<file path="src/rtl/uart_receiver.sv">
// UART receiver: 2-flop Rx synchroniser, oversampled start/data/stop FSM, and a
// sticky ready/overrun/frame-error word interface for the downstream consumer.
module uart_receiver #(
  parameter int DATA_BITS  = 16,
  parameter int OVERSAMPLE = 16
) (
  input  logic                 clk_50m,
  input  logic                 rst_n,
  input  logic                 Rx,
  input  logic                 clken,
  input  logic                 rdy_clr,
  output logic [DATA_BITS-1:0] data_out,
  output logic                 rdy,
  output logic                 frame_err,
  output logic                 overrun,
  output logic                 Rx_busy
);

  localparam int CNT_W = $clog2(OVERSAMPLE);
  localparam int POS_W = $clog2(DATA_BITS);
  localparam logic [CNT_W-1:0] CNT_HALF = CNT_W'(OVERSAMPLE / 2 - 1);
  localparam logic [CNT_W-1:0] CNT_LAST = CNT_W'(OVERSAMPLE - 1);
  localparam logic [CNT_W-1:0] CNT_ONE  = CNT_W'(1);
  localparam logic [POS_W-1:0] POS_LAST = POS_W'(DATA_BITS - 1);
  localparam logic [POS_W-1:0] POS_ONE  = POS_W'(1);

  typedef enum logic [1:0] {IDLE, START, DATA, STOP} state_t;

  state_t               state, state_nxt;
  logic                 rx_meta, rx_s;
  logic [CNT_W-1:0]     sample_cnt, cnt_nxt;
  logic [POS_W-1:0]     bit_pos, pos_nxt;
  logic [DATA_BITS-1:0] shift;
  logic                 bit_take, frame_good, frame_bad;

  // Stage: Rx synchroniser, idles high so reset never looks like a start bit
  always_ff @(posedge clk_50m or negedge rst_n) begin
    if (!rst_n) begin
      rx_meta <= 1'b1;
      rx_s    <= 1'b1;
    end else begin
      rx_meta <= Rx;
      rx_s    <= rx_meta;
    end
  end

  // Stage: frame FSM state and counters
  always_ff @(posedge clk_50m or negedge rst_n) begin
    if (!rst_n) begin
      state      <= IDLE;
      sample_cnt <= '0;
      bit_pos    <= '0;
    end else begin
      state      <= state_nxt;
      sample_cnt <= cnt_nxt;
      bit_pos    <= pos_nxt;
    end
  end

  always_comb begin
    state_nxt  = state;
    cnt_nxt    = sample_cnt;
    pos_nxt    = bit_pos;
    bit_take   = 1'b0;
    frame_good = 1'b0;
    frame_bad  = 1'b0;
    if (clken) begin
      case (state)
        IDLE: begin
          if (!rx_s) begin
            state_nxt = START;
            cnt_nxt   = '0;
          end
        end
        START: begin
          cnt_nxt = sample_cnt + CNT_ONE;
          if (sample_cnt == CNT_HALF) begin
            cnt_nxt = '0;
            if (!rx_s) begin
              state_nxt = DATA;
              pos_nxt   = '0;
            end else begin
              state_nxt = IDLE;
            end
          end
        end
        DATA: begin
          cnt_nxt = sample_cnt + CNT_ONE;
          if (sample_cnt == CNT_LAST) begin
            cnt_nxt  = '0;
            bit_take = 1'b1;
            pos_nxt  = bit_pos + POS_ONE;
            if (bit_pos == POS_LAST) state_nxt = STOP;
          end
        end
        STOP: begin
          cnt_nxt = sample_cnt + CNT_ONE;
          if (sample_cnt == CNT_LAST) begin
            cnt_nxt   = '0;
            state_nxt = IDLE;
            if (rx_s) frame_good = 1'b1;
            else      frame_bad  = 1'b1;
          end
        end
        default: state_nxt = IDLE;
      endcase
    end
  end

  // Stage: data shift register (payload only, no reset needed)
  always_ff @(posedge clk_50m) begin
    if (bit_take) shift[bit_pos] <= rx_s;
  end

  // Stage: consumer-facing word and sticky flags; a completing good frame beats rdy_clr
  always_ff @(posedge clk_50m or negedge rst_n) begin
    if (!rst_n) begin
      data_out  <= '0;
      rdy       <= 1'b0;
      frame_err <= 1'b0;
      overrun   <= 1'b0;
    end else if (frame_good) begin
      data_out  <= shift;
      rdy       <= 1'b1;
      overrun   <= rdy;
      frame_err <= 1'b0;
    end else begin
      if (frame_bad) frame_err <= 1'b1;
      if (rdy_clr) begin
        rdy     <= 1'b0;
        overrun <= 1'b0;
      end
    end
  end

  assign Rx_busy = (state != IDLE);

endmodule

</file>
<file path="config.mk">
export PLATFORM = sky130hd
export DESIGN_NAME = uart_receiver
export DESIGN_NICKNAME = d
export VERILOG_FILES = /design/src/rtl/uart_receiver.sv
export SDC_FILE = /design/constraint.sdc
export NUM_CORES = 1
export LEC_CHECK = 0
export ABC_AREA = 1
export BUFFER_PORTS_ARGS = -buffer_cell sky130_fd_sc_hd__buf_4
export CORE_MARGIN = 3
export CORE_UTILIZATION = 56
export CTS_CLUSTER_DIAMETER = 120
export DETAILED_ROUTE_END_ITERATION = 6
export PLACE_DENSITY = 0.75
export SLEW_MARGIN = 20
export SYNTH_ARGS = -nofsm -noshare
export SYNTH_HDL_FRONTEND = slang
export SYNTH_SLANG_ARGS = --single-unit
export TNS_END_PERCENT = 100
</file>
<file path="constraint.sdc">
create_clock -name clk_50m -period 1.7 [get_ports clk_50m]
set_input_delay 0.34 -clock clk_50m [delete_from_list [all_inputs] [get_ports clk_50m]]
set_output_delay 0.34 -clock clk_50m [all_outputs]
set_load 0.01 [all_outputs]
</file>
# Yosys cells after proc, flatten, opt, wreduce, memory -nomap -nowiden
# Cells that the tools add are included.
# totals
register_bits,47
elab_cells,69
# classes
n_addsub,2
n_lt_le_gt_ge,2
eq_ne,12
mux,33
reduce_logical,10
# op_table
op,count
$mux W4,5
$mux W1,17
$bwmux W16,1
$mux W2,6
$ne A2 B2 Y1 const B,6
$pmux W4 S3,1
$add A4 B1 Y4 const B,2
$eq A4 B4 Y1 const B,2
$pmux W2 S4,1
$pmux W4 S2,1
$reduce_bool A2 Y1,4
$reduce_and A6 Y1,1
$lt A4 B5 Y1 const B,1
$reduce_and A5 Y1,1
$demux W1 S4,1
$eq A2 B2 Y1 const B,2
$eq A4 B3 Y1 const B,1
$ge A4 B1 Y1 const B,1
$eq A2 B1 Y1 const B,1
$logic_not A2 Y1,1
$reduce_and A2 Y1,1
$reduce_or A2 Y1,1
$logic_and A1 B1 Y1,1

# Logic depth before layout (Yosys ltp)
# logic_depth
word_depth,6
mapped_depth,8
mapped_depth_nobuf,8

# Worst setup path before layout
# No wires, ideal clock.
# synth_timing
path_kind,flip-flop to flip-flop
startpoint,reg sample_cnt[0]
endpoint,reg shift[10] (enable)
arrival_ps,1139
required_ps,1388
slack_ps,249
stages_incl_launch_ff,6
n_path_buf,0
synth_period_minus_slack_ps,1451
cell_sequence,dfrtp_1 ha_1 nand3_1 inv_1 nand3_2 nor3_1
# synth_via
elab_chain_len,4
# synth_lines
item,line_no,text
start: declaration,31,"logic [CNT_W-1:0] sample_cnt, cnt_nxt;"
start signal: assignment,55,sample_cnt <= cnt_nxt;
$eq A4 B4 Y1,89,if (sample_cnt == CNT_LAST) begin
$mux W1,89,
$mux W1,68,case (state)
$mux W1,67,if (clken) begin
end signal: indexed assignment,112,if (bit_take) shift[bit_pos] <= rx_s;
end: declaration,33,logic [DATA_BITS-1:0] shift;
# Every way passes these cells.
# A chain may end at the register's enable or synchronous reset.

==> run_results.csv <==
group,metric,value,unit
power,swShare,29.6,%
route,drt-wirelength-per-cell,13.2,um
setup_path,cp-end-kind,"primary output",
route,vias,1461,
power,intPower,2020,uW
timing,finalClockSkew,0.0109,ns
finish,diodes,0,
logic_synthesis,synth_nets,221,
placed_design,dp.cells,282,
timing,timing.final.crit_share,96.4,%
power,seqPwrFrac,48.6,%
power,total_leakage_power,0.00117,uW
logic_synthesis,ys_types,22,
route,drcViolationCount,0,
grt,grtUsageTotal,18.9,%
route,via_per_inst,4.97,
setup_path,path_cells,"buf_4 -> nor2_2 -> inv_1 -> buf_4",
finish,nets,257,
clock_network,clock_path_buffers,2,
setup_path,arrival,1.30,ns
logic_synthesis,yosysTopAreaCell,"dfrtp_1",
timing,finalMaxSlewViolations,0,
logic_synthesis,yosysSeqAreaShare,61.9,%
grt,grt_max_degree,32,
floorplan,die_h,66.2,um
setup_path,crit_slowest_cell,"dfrtp_1",
placed_design,dp_hpwl,2600,um
job,drv_cap,0,
floorplan,fp.dieW,66.2,um
power,p_sw,850,uW
placed_design,place_area,2270,um^2
route,m1WireLength,1820,um
setup_path,reg2reg_depth,6,
timing,fmax,0.610,GHz
floorplan,initial_utilization,59.5,%
finish,syn_to_final_growth,22.0,%
floorplan,io_pins,25,
route,wl_met2,1860,um
setup_path,worstSetupStartpointType,"flop",
logic_synthesis,synth_cells,211,
setup_path,cpPeakStageDelay,0.41,ns
worst_hold_path,hold_depth,1,
setup_path,path_common_cell,"buf_4",
finish,final_cell_area,2480,um^2
clock_network,clk_pin_slew,0.13,ns
power,p_comb_share,23.2,%
route,first_pass_iters,4,
finish,fin_cells,294,
logic_synthesis,avgSynthCellArea,9.63,um^2
logic_synthesis,syn_area,2030,um^2
finish,final_util,72.6,%
clock_network,insertion_delay,0.36,ns
route,ant_nets,0,
timing,final-setup-viol-count,0,
finish,nFillCells,267,
run_status,outcome,"finished clean",
placed_design,port_buffers,24,
timing,hold_viol_final,0,
logic_synthesis,synth_top_area_share,35.7,%
clock_network,cts_tree,"built",
placed_design,gp_congestion,0.847,
finish,drive_above_1_share,25.0,%
grt,grt_pass1_wl,6270,um
clock_network,cts_sinks,47,
setup_path,crit_buf_inv,3,
route,wl_met3,148,um
power,powerDensity,1160,nW/um^2
grt,antenna_found_initial,0,
clock_network,h-tree-depth,2,
timing,worstMarginPinSlew,0.386,ns
clock_network,cts_made_buffers,5,
worst_hold_path,hold_class,"in -> reg",
setup_path,crit_type,"reg -> out",
route,maxUsedRoutingLayer,"met4",
grt,grt_pass1_vias,1364,
floorplan,die_area,4390,um^2
setup_path,worstSetupPathDepth,4,
logic_synthesis,synthTopCellsByArea,"dfrtp_1 36%, edfxtp_1 24%, nand2_1 15%",
power,ir_worst_vdd,856,uV
route,dr.first_iter.drc_count,103,
power,p_clk_share,28.2,%
setup_path,required,1.36,ns
setup_path,path_delay_family,"flip-flops",
logic_synthesis,yosys_warnings,0,
floorplan,core,3420,um^2
floorplan,row_count,21,
timing,slew_headroom,74.3,%
timing,period_needed,1.64,ns
grt,gr-total-overflow,0,
logic_synthesis,synth-seq-cells,47,
setup_path,cp_max_fo,5,
clock_network,clockRootBuffer,"clkbuf_4",
route,wirelength,3870,um
==> cells by family (layout without fill, tap and decap cells) <==
| kind of cell | Yosys count | in the layout | synth area share (%) |
|---|---|---|---|
| XOR/XNOR | 2 | 2 | 0.862 |
| AND/OR/NAND/NOR | 118 | 119 | 24.5 |
| buffers and inverters | 25 | 61 | 5.91 |
| AO/OA/AOI/OAI | 14 | 14 | 3.69 |
| adder cells (fa/ha/maj) | 5 | 5 | 3.08 |
| flip-flops | 47 | 47 | 61.9 |
==> power groups by stage <==
stage / Combinational (uW) / Sequential [uW] / Clock [uW]
2_1_floorplan: 376 / 1410 / 0
6_report: 667 / 1400 / 810
4_1_cts: 608 / 1390 / 819
3_3_place_gp: 593 / 1410 / 0
3_5_place_dp: 600 / 1410 / 0
5_1_grt: 755 / 1410 / 860
==> final timing paths <==
path                       slack [ns]                       from                       end
max                              0.06                       flop                   Rx_busy
max in group asynchronous        0.95                      rst_n         rx_meta$_DFF_PN1_
min reg2reg                      0.36          rx_meta$_DFF_PN1_            rx_s$_DFF_PN1_
max reg2reg                      0.08  sample_cnt[0]$_DFFE_PN0P_        shift[5]$_DFFE_PP_
min                              0.07                         Rx         rx_meta$_DFF_PN1_
min in group asynchronous        0.43                      rst_n  data_out[15]$_DFFE_PN0P_
==> area by class of cell <==
| class | instances | area, um^2 | share of cell area (%) |
|---|---|---|---|
| Tap cell | 46 | 57.6 | 2.32 |
| Multi-Input combinational cell | 140 | 737 | 29.7 |
| Timing Repair Buffer | 32 | 243 | 9.79 |
| Sequential cell | 47 | 1260 | 50.8 |
| Clock inverter | 2 | 60.1 | 2.42 |
| Inverter | 21 | 81.3 | 3.28 |
| Clock buffer | 6 | 41.3 | 1.67 |
==> registers in the layout, indices dropped and copies added (netlist names), named ones only <==
signal,cells
rx_meta,1
sample_cnt,4
shift,16
overrun,1
state,1
rx_s,1
rdy,1
data_out,16
bit_pos,4
frame_err,1
==> cell usage after synthesis <==
cell	n
a21oi_1	7
a22o_1	1
and2_1	1
buf_4	1
buf_6	3
dfrtp_1	29
dfstp_2	2
edfxtp_1	16
ha_1	5
inv_1	17
inv_2	4
nand2_1	81
nand3_1	8
nand3_2	2
nand4_1	2
nor2_1	14
nor2_2	1
nor3_1	8
nor3_4	1
o21ai_0	5
o22ai_1	1
xor2_1	2
==> metal layers <==
metal  vias to the layer above  global-route usage, %
met4                         0                   6.09
met5                         -                      0
li1                        747                      -
met3                         5                   4.59
met1                       677                   25.3
met2                        32                   30.4
==> placed cells by master (no fill, tap or decap) <==
cell	count
a21oi_1	7
a22o_1	1
and2_1	1
buf_4	31
bufinv_16	2
clkbuf_1	1
clkbuf_4	5
dfrtp_1	29
dfstp_2	2
dlygate4sd3_1	1
edfxtp_1	16
ha_1	4
ha_2	1
inv_1	16
inv_2	4
inv_4	1
nand2_1	81
nand3_1	7
nand3_2	2
nand3_4	2
nand4_1	2
nor2_1	12
nor2_2	3
nor3_2	7
nor3_4	2
o21ai_0	5
o22ai_1	1
xor2_1	2
==> repair_timing <==
item                       CTS  global route
resized for setup            0            18
hold endpoints to repair    29             0
setup endpoints to repair    0            36
buffers inserted             0             2
hold buffers                 1             0
==> through the flow <==
stage	total power [uW]	hold WS, ns	worst slack, ns	TNS, ns
final	2870	0.0743	0.0620	0
after global routing	3030	0.0547	-0.0216	-0.0411
after CTS	2810	0.0657	0.0174	0
after detailed placement	2010	0.289	0.0323	0
after global placement	2000	0.290	0.104	0
after floorplan	1790	0.0444	0.249	0
Power figures use the tool's default switching activity.
